**config.mk**
```make
export PLATFORM = sky130hd
export DESIGN_NAME = doorlock_ctrl
export DESIGN_NICKNAME = d
export VERILOG_FILES = /design/src/rtl/doorlock_pkg.sv /design/src/rtl/doorlock_ctrl_digit_buffer.sv /design/src/rtl/doorlock_ctrl.sv
export SDC_FILE = /design/constraint.sdc
export NUM_CORES = 1
export LEC_CHECK = 0
export CAP_MARGIN = 20
export CORE_UTILIZATION = 25
export CTS_BUF_LIST = sky130_fd_sc_hd__clkbuf_16
export CTS_CLUSTER_DIAMETER = 50
export DETAILED_ROUTE_END_ITERATION = 6
export SLEW_MARGIN = 20
export SYNTH_ARGS = -nofsm -noshare
export SYNTH_HDL_FRONTEND = slang
export SYNTH_HIERARCHICAL = 1
export SYNTH_SLANG_ARGS = --single-unit
```
**constraint.sdc**
```tcl
create_clock -name clk_i -period 5.2 [get_ports clk_i]
set_input_delay 1.04 -clock clk_i [delete_from_list [all_inputs] [get_ports clk_i]]
set_output_delay 1.04 -clock clk_i [all_outputs]
set_load 0.02 [all_outputs]
```
**src/rtl/doorlock_pkg.sv**
```systemverilog
// Shared types and constants for the door lock sequencer: state encodings,
// key codes and a digit classifier.
package doorlock_pkg;

  // Low two bits of each encoding are the externally visible state code.
  typedef enum logic [2:0] {
    ST_IDLE = 3'b000,
    ST_ENT  = 3'b001,
    ST_OPEN = 3'b011,
    ST_SET  = 3'b010,
    ST_LOCK = 3'b100
  } state_e;

  localparam logic [3:0] KEY_A = 4'hA;
  localparam logic [3:0] KEY_B = 4'hB;

  function automatic logic is_digit(input logic [3:0] key);
    return (key <= 4'd9);
  endfunction

endpackage

```
**src/rtl/doorlock_ctrl_digit_buffer.sv**
```systemverilog
// Entry buffer: shifts digits in at the LSB end (first digit ends up in the
// MSBs) and keeps a count that saturates at N; extra digits are dropped.
module digit_buffer #(
  parameter int unsigned N  = 6,
  parameter int unsigned CW = $clog2(N + 1)
) (
  input  logic            clk_i,
  input  logic            rst_i,
  input  logic            clr_i,
  input  logic            push_i,
  input  logic [3:0]      digit_i,
  output logic [4*N-1:0]  data_o,
  output logic [CW-1:0]   cnt_o,
  output logic            full_o
);

  localparam int unsigned DW = 4 * N;

  logic [DW-1:0] data_q, data_d;
  logic [CW-1:0] cnt_q, cnt_d;

  assign full_o = (cnt_q == CW'(N));
  assign data_o = data_q;
  assign cnt_o  = cnt_q;

  // Clear wins over push; a push into a full buffer is discarded.
  always_comb begin
    data_d = data_q;
    cnt_d  = cnt_q;
    if (clr_i) begin
      data_d = '0;
      cnt_d  = '0;
    end else if (push_i && !full_o) begin
      data_d = DW'({data_q, digit_i});
      cnt_d  = cnt_q + CW'(1);
    end else begin
      data_d = data_q;
      cnt_d  = cnt_q;
    end
  end

  // Buffer and count registers.
  always_ff @(posedge clk_i or posedge rst_i) begin
    if (rst_i) begin
      data_q <= '0;
      cnt_q  <= '0;
    end else begin
      data_q <= data_d;
      cnt_q  <= cnt_d;
    end
  end

endmodule

```
**src/rtl/doorlock_ctrl.sv**
```systemverilog
// Door lock sequencer: keypad-driven code entry, unlock window, code change,
// inactivity timeout and lockout after repeated failures.
module doorlock_ctrl
  import doorlock_pkg::*;
#(
  parameter int unsigned             CODE_LEN       = 6,
  parameter logic [4*CODE_LEN-1:0]   DEFAULT_CODE   = 24'h123456,
  parameter int unsigned             OPEN_CYCLES    = 8,
  parameter int unsigned             TIMEOUT_CYCLES = 32,
  parameter int unsigned             MAX_FAIL       = 3,
  parameter int unsigned             LOCK_CYCLES    = 16
) (
  input  logic       clk_i,
  input  logic       rst_i,
  input  logic       key_valid_i,
  input  logic [3:0] key_i,
  output logic [1:0] state_o,
  output logic       unlock_o,
  output logic       alarm_o,
  output logic [1:0] fail_cnt_o,
  output logic [2:0] digit_cnt_o
);

  localparam int unsigned CW   = $clog2(CODE_LEN + 1);
  localparam int unsigned TMAX = (TIMEOUT_CYCLES > OPEN_CYCLES)
                               ? ((TIMEOUT_CYCLES > LOCK_CYCLES) ? TIMEOUT_CYCLES : LOCK_CYCLES)
                               : ((OPEN_CYCLES > LOCK_CYCLES) ? OPEN_CYCLES : LOCK_CYCLES);
  localparam int unsigned TW   = (TMAX > 2) ? $clog2(TMAX) : 1;

  localparam logic [TW-1:0] TO_LOAD   = TW'(TIMEOUT_CYCLES - 1);
  localparam logic [TW-1:0] OPEN_LOAD = TW'(OPEN_CYCLES - 1);
  localparam logic [TW-1:0] LOCK_LOAD = TW'(LOCK_CYCLES - 1);
  localparam logic [1:0]    FAIL_MAX  = 2'(MAX_FAIL);

  state_e                state_q, state_d;
  logic [1:0]            fail_q, fail_d;
  logic [4*CODE_LEN-1:0] code_q, code_d;
  logic [TW-1:0]         tmr_q, tmr_d;
  logic                  unlock_q, unlock_d;
  logic                  alarm_q, alarm_d;

  logic                  buf_clr_s, buf_push_s, buf_full_s;
  logic [4*CODE_LEN-1:0] buf_data_s;
  logic [CW-1:0]         buf_cnt_s;

  logic key_dig_s, key_a_s, key_b_s, expired_s;
  logic [1:0] fail_inc_s;

  assign key_dig_s  = key_valid_i && is_digit(key_i);
  assign key_a_s    = key_valid_i && (key_i == KEY_A);
  assign key_b_s    = key_valid_i && (key_i == KEY_B);
  assign expired_s  = (tmr_q == '0);
  assign fail_inc_s = fail_q + 2'd1;

  digit_buffer #(.N(CODE_LEN), .CW(CW)) u_buf (
    .clk_i   (clk_i),
    .rst_i   (rst_i),
    .clr_i   (buf_clr_s),
    .push_i  (buf_push_s),
    .digit_i (key_i),
    .data_o  (buf_data_s),
    .cnt_o   (buf_cnt_s),
    .full_o  (buf_full_s)
  );

  // Next-state logic; timer expiry is evaluated before any key.
  always_comb begin
    state_d    = state_q;
    fail_d     = fail_q;
    code_d     = code_q;
    buf_clr_s  = 1'b0;
    buf_push_s = 1'b0;
    if (tmr_q != '0) begin
      tmr_d = tmr_q - TW'(1);
    end else begin
      tmr_d = tmr_q;
    end

    case (state_q)
      ST_IDLE: begin
        if (key_dig_s) begin
          buf_push_s = 1'b1;
          state_d    = ST_ENT;
          tmr_d      = TO_LOAD;
        end else begin
          state_d = ST_IDLE;
        end
      end

      ST_ENT: begin
        if (expired_s) begin
          buf_clr_s = 1'b1;
          state_d   = ST_IDLE;
        end else if (key_dig_s) begin
          buf_push_s = 1'b1;
          tmr_d      = TO_LOAD;
        end else if (key_a_s) begin
          buf_clr_s = 1'b1;
          if (buf_full_s && (buf_data_s == code_q)) begin
            fail_d  = 2'd0;
            state_d = ST_OPEN;
            tmr_d   = OPEN_LOAD;
          end else if (fail_inc_s == FAIL_MAX) begin
            fail_d  = fail_inc_s;
            state_d = ST_LOCK;
            tmr_d   = LOCK_LOAD;
          end else begin
            fail_d  = fail_inc_s;
            state_d = ST_IDLE;
          end
        end else if (key_b_s) begin
          buf_clr_s = 1'b1;
          state_d   = ST_IDLE;
        end else begin
          state_d = ST_ENT;
        end
      end

      ST_SET: begin
        if (expired_s) begin
          buf_clr_s = 1'b1;
          state_d   = ST_IDLE;
        end else if (key_dig_s) begin
          buf_push_s = 1'b1;
          tmr_d      = TO_LOAD;
        end else if (key_a_s || key_b_s) begin
          buf_clr_s = 1'b1;
          state_d   = ST_IDLE;
          if (key_a_s && buf_full_s) begin
            code_d = buf_data_s;
          end else begin
            code_d = code_q;
          end
        end else begin
          state_d = ST_SET;
        end
      end

      ST_OPEN: begin
        if (expired_s) begin
          state_d = ST_IDLE;
        end else if (key_b_s) begin
          state_d = ST_SET;
          tmr_d   = TO_LOAD;
        end else begin
          state_d = ST_OPEN;
        end
      end

      ST_LOCK: begin
        if (expired_s) begin
          fail_d  = 2'd0;
          state_d = ST_IDLE;
        end else begin
          state_d = ST_LOCK;
        end
      end

      default: begin
        buf_clr_s = 1'b1;
        state_d   = ST_IDLE;
      end
    endcase

    unlock_d = (state_d == ST_OPEN);
    alarm_d  = (state_d == ST_LOCK);
  end

  // State, stored code, timer and output registers.
  always_ff @(posedge clk_i or posedge rst_i) begin
    if (rst_i) begin
      state_q  <= ST_IDLE;
      fail_q   <= 2'd0;
      code_q   <= DEFAULT_CODE;
      tmr_q    <= '0;
      unlock_q <= 1'b0;
      alarm_q  <= 1'b0;
    end else begin
      state_q  <= state_d;
      fail_q   <= fail_d;
      code_q   <= code_d;
      tmr_q    <= tmr_d;
      unlock_q <= unlock_d;
      alarm_q  <= alarm_d;
    end
  end

  assign state_o     = state_q[1:0];
  assign unlock_o    = unlock_q;
  assign alarm_o     = alarm_q;
  assign fail_cnt_o  = fail_q;
  assign digit_cnt_o = 3'(buf_cnt_s);

endmodule

```
==> results of run 1 <==
[metrics by stage]
step | cells | hold slack (ps)
finish | 483 | 523
global route | 483 | 533
CTS | 483 | 526
detailed placement | 467 | 515
global placement | 467 | 495
floorplan | 294 | 485
[cells in the final DEF, fill, tap and decap left out, types with 2 or more instances in the layout]
cell type        synthesis  routed
and4b_1                  2       2
o21ai_0                  6       6
nand3_1                  9       9
xor2_1                  19      19
clkbuf_16                0       9
o31ai_1                  4       4
or3_1                    2       2
dfrtp_1                 54      54
clkdlybuf4s50_1          0      15
dfstp_2                  9       9
a21oi_1                  9       9
buf_4                    5       2
mux2i_1                 25      25
nand4_1                  2       2
o21bai_1                 2       2
nor2_1                  12      12
mux2_2                  25      25
nand2_1                  9       9
nand2b_1                31      31
inv_1                    9      10
nor3_1                   6       6
nor2b_1                  3       3
clkinv_2                 0       2
o221ai_1                 2       2
bufinv_16                0       2
o22ai_1                  4       4
ha_1                     4       4
xnor2_1                  6       6
nor4_1                   4       4
[metal layers]
| layer | part of all wire | vias to the layer above | track usage |
|---|---|---|---|
| met1 | 0.49 | 1088 | 0.151 |
| met5 | 0 | - | 0 |
| met4 | 0.022 | 0 | 0.0532 |
| met3 | 0.035 | 13 | 0.0294 |
| li1 | - | 1066 | - |
| met2 | 0.45 | 55 | 0.167 |
[sequential cells by signal, summed over array words and instances (netlist names)]
signal,count
u_buf/cnt_o,3
tmr_q,5
code_q,24
unlock_o,1
alarm_o,1
state_q,3
fail_cnt_o,2
u_buf/data_o,24
[logic make-up after synthesis]
group / after synthesis / share of synthesized area
buffers and inverters: 25 / 0.0416
AO/OA/AOI/OAI: 38 / 0.0775
adder cells (fa/ha/maj): 4 / 0.0151
AND/OR/NAND/NOR: 88 / 0.156
flip-flops: 63 / 0.480
multiplexers: 51 / 0.164
XOR/XNOR: 25 / 0.0661
[power by group through the flow]
stage	clock [uW]	combinational [uW]	sequential (uW)
finish	621	498	746
global route	661	564	772
CTS	634	504	749
detailed placement	0	499	756
global placement	0	491	749
floorplan	0	369	738
[synth_stat cells, types with 5 or more instances]
master,n,area [sq um]
inv_1,9,33.8
nor3_1,6,30.0
mux2_2,25,282
buf_4,5,37.5
a21oi_1,9,45.0
mux2i_1,25,250
dfrtp_1,54,1350
nand3_1,9,45.0
dfstp_2,9,236
xor2_1,19,166
xnor2_1,6,52.6
o21ai_0,6,30.0
nor2_1,12,45.0
nand2b_1,31,194
nand2_1,9,33.8
clkbuf_1,6,22.5
[layout make-up]
| type | instances | area (sq um) |
|---|---|---|
| well taps | 172 | 215 |
| inverters | 9 | 33.8 |
| multi-input cells | 206 | 1590 |
| clock buffers | 9 | 225 |
| flip-flops and latches | 63 | 1590 |
| clock inverters | 7 | 81.3 |
| repair buffers | 17 | 165 |
| fillers | 1302 | 8880 |
[worst max-delay path, delay by kind of cell]
kind,cells,cell delay [ps]
AO/OA/AOI/OAI,2,1010
AND/OR/NAND/NOR,2,560
buffers and inverters,1,460
multiplexers,1,420
[worst paths after layout]
path | cells past startpoint | startpoint | to | slack (ps)
setup / recovery | 6 | key_i[1] | u_buf/cnt_o[1] | 1920
hold / removal | 1 | code_q[3] | code_q[3] | 520
setup reg to reg | 7 | tmr_q[0] | u_buf/data_o[16] | 2280
hold reg to reg | 1 | code_q[3] | code_q[3] | 520
max in group asynchronous | 3 | rst_i | code_q[20] | 3630
min in group asynchronous | 2 | rst_i | u_buf/data_o[5] | 1140
==> flow_summary.yaml, run 1 <==
final_layout:
  fin_util: 0.305
  syn2layout_area_growth_pct: 17.6
  fin_area_sq_um: 3890
  fin_nets: 317
  layout-drive-gt1-share: 0.180
  diodes: 0
global_route:
  grt_pass1_wl_mm: 11.5
  grt_max_degree: 37
  grtUsageTotal: 0.112
  grt_pass1_vias: 2321
  overflow: 0
  antenna_found_initial: 0
outcome:
  status: "complete, no violations"
die:
  die-area_sq_um: 13700
  dieWidth_um: 117
  io_pins: 16
  initial_core_util: 0.259
  core_area_sq_um: 12800
  rows: 41
  die_h_um: 117
synthesis:
  synth_seq_cells: 63
  synth.distinct_cells: 48
  ys_warn_count: 6
  synth.avg_cell_area_sq_um: 11.3
  syn-num-nets: 305
  synthCells: 294
  synthFlopType: "dfrtp_1"
  synth_seq_area_share: 0.480
  synth_edf_count: 0
  synth_area_sq_um: 3310
  async_flop_share: 1.00
power_and_ir_drop:
  seqPwrFrac: 0.400
  power.switching_uw: 600
  internal_power_uw: 1260
  pwr-share-clk: 0.333
  power.leakage_uw: 0.00183
  switching_share: 0.322
  p_total_uw: 1860
  comb_power_share: 0.267
  ir_drop_v: 0.000195
  power.density_nw_per_um2: 479
clock_tree:
  cts_hold_buffers: 0
  cts.clk_slew.worst_paths_ps: 50
  clk-insertion-delay-late_ps: 330
  cts_sinks: 63
  cts_setup_buffers: 0
  cts-htree-levels: 3
  cts_resized: 0
  numCtsBuffers: 9
  cts_buffer_depth: 2
  clockRootBuffer: "clkbuf_16"
  tritoncts: "built"
critical_path:
  max_stage_delay_ps: 750
  cp_max_fo: 12
  cpMaxStageDelayCell: "a21boi_2"
  start_kind: "primary input"
  crit_required_ps: 5410
  end_kind: "flop"
  worstPathArrival_ps: 3490
  criticalPathCategory: "in -> reg"
  path_cells: "clkdlybuf4s50_1 > o21ai_0 > nand2_1 > nor3_1 > a21boi_2 > mux2_2"
timing:
  fin_crit_sh: 0.632
  tightestPinTransition_ps: 871
  hold_viol_final: 0
  drv_slew: 0
  worst_slack_ps: 1920
  rsz0062_at_grt: "false"
  skew_ps: 6.96
  setup_viol_count_final: 0
  fmax_mhz: 304
  fin_crit_ps: 3280
  slew_headroom: 0.416
  fin_tns_setup_ps: 0
placement:
  pre_cts_slack_ps: 1600
  dpl_cell_area_sq_um: 3590
  dpl.hpwl_mm: 4.47
  gp_congestion: 0.801
  io_buffers: 15
drt:
  routed_wl_mm: 6.65
  detail_route.first_pass.iterations: 4
  vias_per_cell: 4.60
  vias: 2222
  ant_nets: 0
  drc: 0
  drt-initial-drc-count: 134
  wl_per_cell_um: 13.8
worst_hold_path:
  hold_path.class: "reg -> reg"
job:
  cap_violations: 0
No activity file was read; power rests on OpenSTA's default activity.
==> inputs of run 2 (changes only) <==
Clock period 5.2 ns to 3 ns, I/O delays scaled along.
==> flow_summary.yaml, run 2 (synthesis results as in run 1) <==
clock_tree:
  cts_buffer_depth: 2
  numCtsBuffers: 9
  cts-htree-levels: 3
  cts_resized: 0
  tritoncts: "built"
  cts_sinks: 63
  cts_hold_buffers: 0
  cts.clk_slew.worst_paths_ps: 60
  clockRootBuffer: "clkbuf_16"
  cts_setup_buffers: 0
  clk-insertion-delay-late_ps: 320
critical_path:
  path_cells: "inv_1 > ha_1 > or4b_1 > a21oi_1 > nor3_1 > a21bo_1 > mux2i_1"
  cpLargestDelayFamily: "compound AO/OA/AOI/OAI gates"
  max_stage_delay_ps: 670
  cpMaxStageDelayCell: "a21bo_1"
  worstPathArrival_ps: 2890
  path_buf_inv: 1
  ff2ff_path_depth: 7
  crit_required_ps: 3240
  reg2reg_slack_ps: 350
  criticalPathCategory: "reg -> reg"
  cp_max_fo: 14
  timing.rr.end: "u_buf/data_o[13]"
  r2r-start: "tmr_q[0]"
  end_kind: "flop"
  start_kind: "flop"
worst_hold_path:
  whs_endpoint: "code_q[15]"
  whs_path_depth: 1
  worstHoldStart: "code_q[15]"
  hold_path.class: "reg -> reg"
job:
  cap_violations: 0
final_layout:
  fin_nets: 322
  most-common-layout-cells: "dfrtp_1 (54), nand2b_1 (31), mux2_2 (25), mux2i_1 (25), xor2_1 (19)"
  layout_commonest_cell: "dfrtp_1"
  layout-drive-gt1-share: 0.193
  diodes: 0
  fillers: 1323
  syn2layout_area_growth_pct: 19.0
power_and_ir_drop:
  power.leakage_uw: 0.00186
  power.density_nw_per_um2: 828
  ir_drop_v: 0.000464
global_route:
  grtUsageTotal: 0.110
  antenna_found_initial: 0
  grt_pass1_wl_mm: 11.4
  overflow: 0
  grt_max_degree: 37
  grt_pass1_vias: 2246
die:
  io_pins: 16
  core_area_sq_um: 12800
  die_h_um: 117
  die-area_sq_um: 13700
  initial_core_util: 0.259
  dieWidth_um: 117
  rows: 41
drt:
  drc: 0
  wl_per_cell_um: 13.7
  drt-initial-drc-count: 110
  vias_per_cell: 4.60
  detail_route.first_pass.iterations: 4
  ant_nets: 0
  routed_wl_mm: 6.67
  vias: 2247
outcome:
  status: "complete, no violations"
timing:
  setup_viol_count_final: 0
  slew_headroom: 0.528
  fin_crit_sh: 0.883
  hold_viol_final: 0
  fin_crit_ps: 2650
  fin_tns_setup_ps: 0
  rsz0062_at_grt: "false"
  tightestPinTransition_ps: 708
  skew_ps: 6.77
  worst_slack_ps: 350
  fmax_mhz: 377
  drv_slew: 0
placement:
  pre_cts_slack_ps: 224
  dpl.hpwl_mm: 4.49
  gp_congestion: 0.802
  io_buffers: 15
==> run 2: area by class of cell <==
class / instances / area (sq um) / area share
tap: 172 / 215 / 0.0546
inverter: 9 / 33.8 / 0.00857
multi-input combinational: 206 / 1590 / 0.402
clock inverter: 7 / 90.1 / 0.0229
clock buffer: 9 / 225 / 0.0572
sequential: 63 / 1590 / 0.403
timing repair buffer: 22 / 203 / 0.0514
==> run 2: how the worst max path moves through the flow <==
stage              from                to  slack, ps  cells past startpoint
2_1_floorplan  tmr_q[0]  u_buf/data_o[10]        760                     10
3_3_place_gp   key_i[1]  u_buf/data_o[19]        280                      7
3_5_place_dp   key_i[1]  u_buf/data_o[19]        220                      7
4_1_cts        tmr_q[0]  u_buf/data_o[13]        330                      7
5_1_grt        tmr_q[0]   u_buf/data_o[8]        140                      7
6_report       tmr_q[0]  u_buf/data_o[13]        350                      7
==> run 2: power by group <==
part	internal [uW]	total [uW]	leakage, uW	switching, uW
clock	722	1100	0.000162	376
combinational	421	871	0.000915	450
sequential	1060	1290	0.000785	232
==> run 2: through the flow <==
stage	total power [uW]	hold slack [ps]	area, sq um	utilization	instances
2_1_floorplan	1920	485	3310	-	294
6_report	3260	527	3940	0.308	488
3_5_place_dp	2180	516	3620	0.284	472
5_1_grt	3470	534	3940	0.308	488
4_1_cts	3300	529	3940	0.308	488
3_3_place_gp	2160	495	3620	0.284	472
==> run 2: layer usage <==
metal,vias to the layer above,GRT usage,share of wire
li1,1077,-,-
met1,1116,0.144,0.47
met2,45,0.171,0.48
met3,9,0.0304,0.035
met4,0,0.0439,0.016
met5,-,0,0
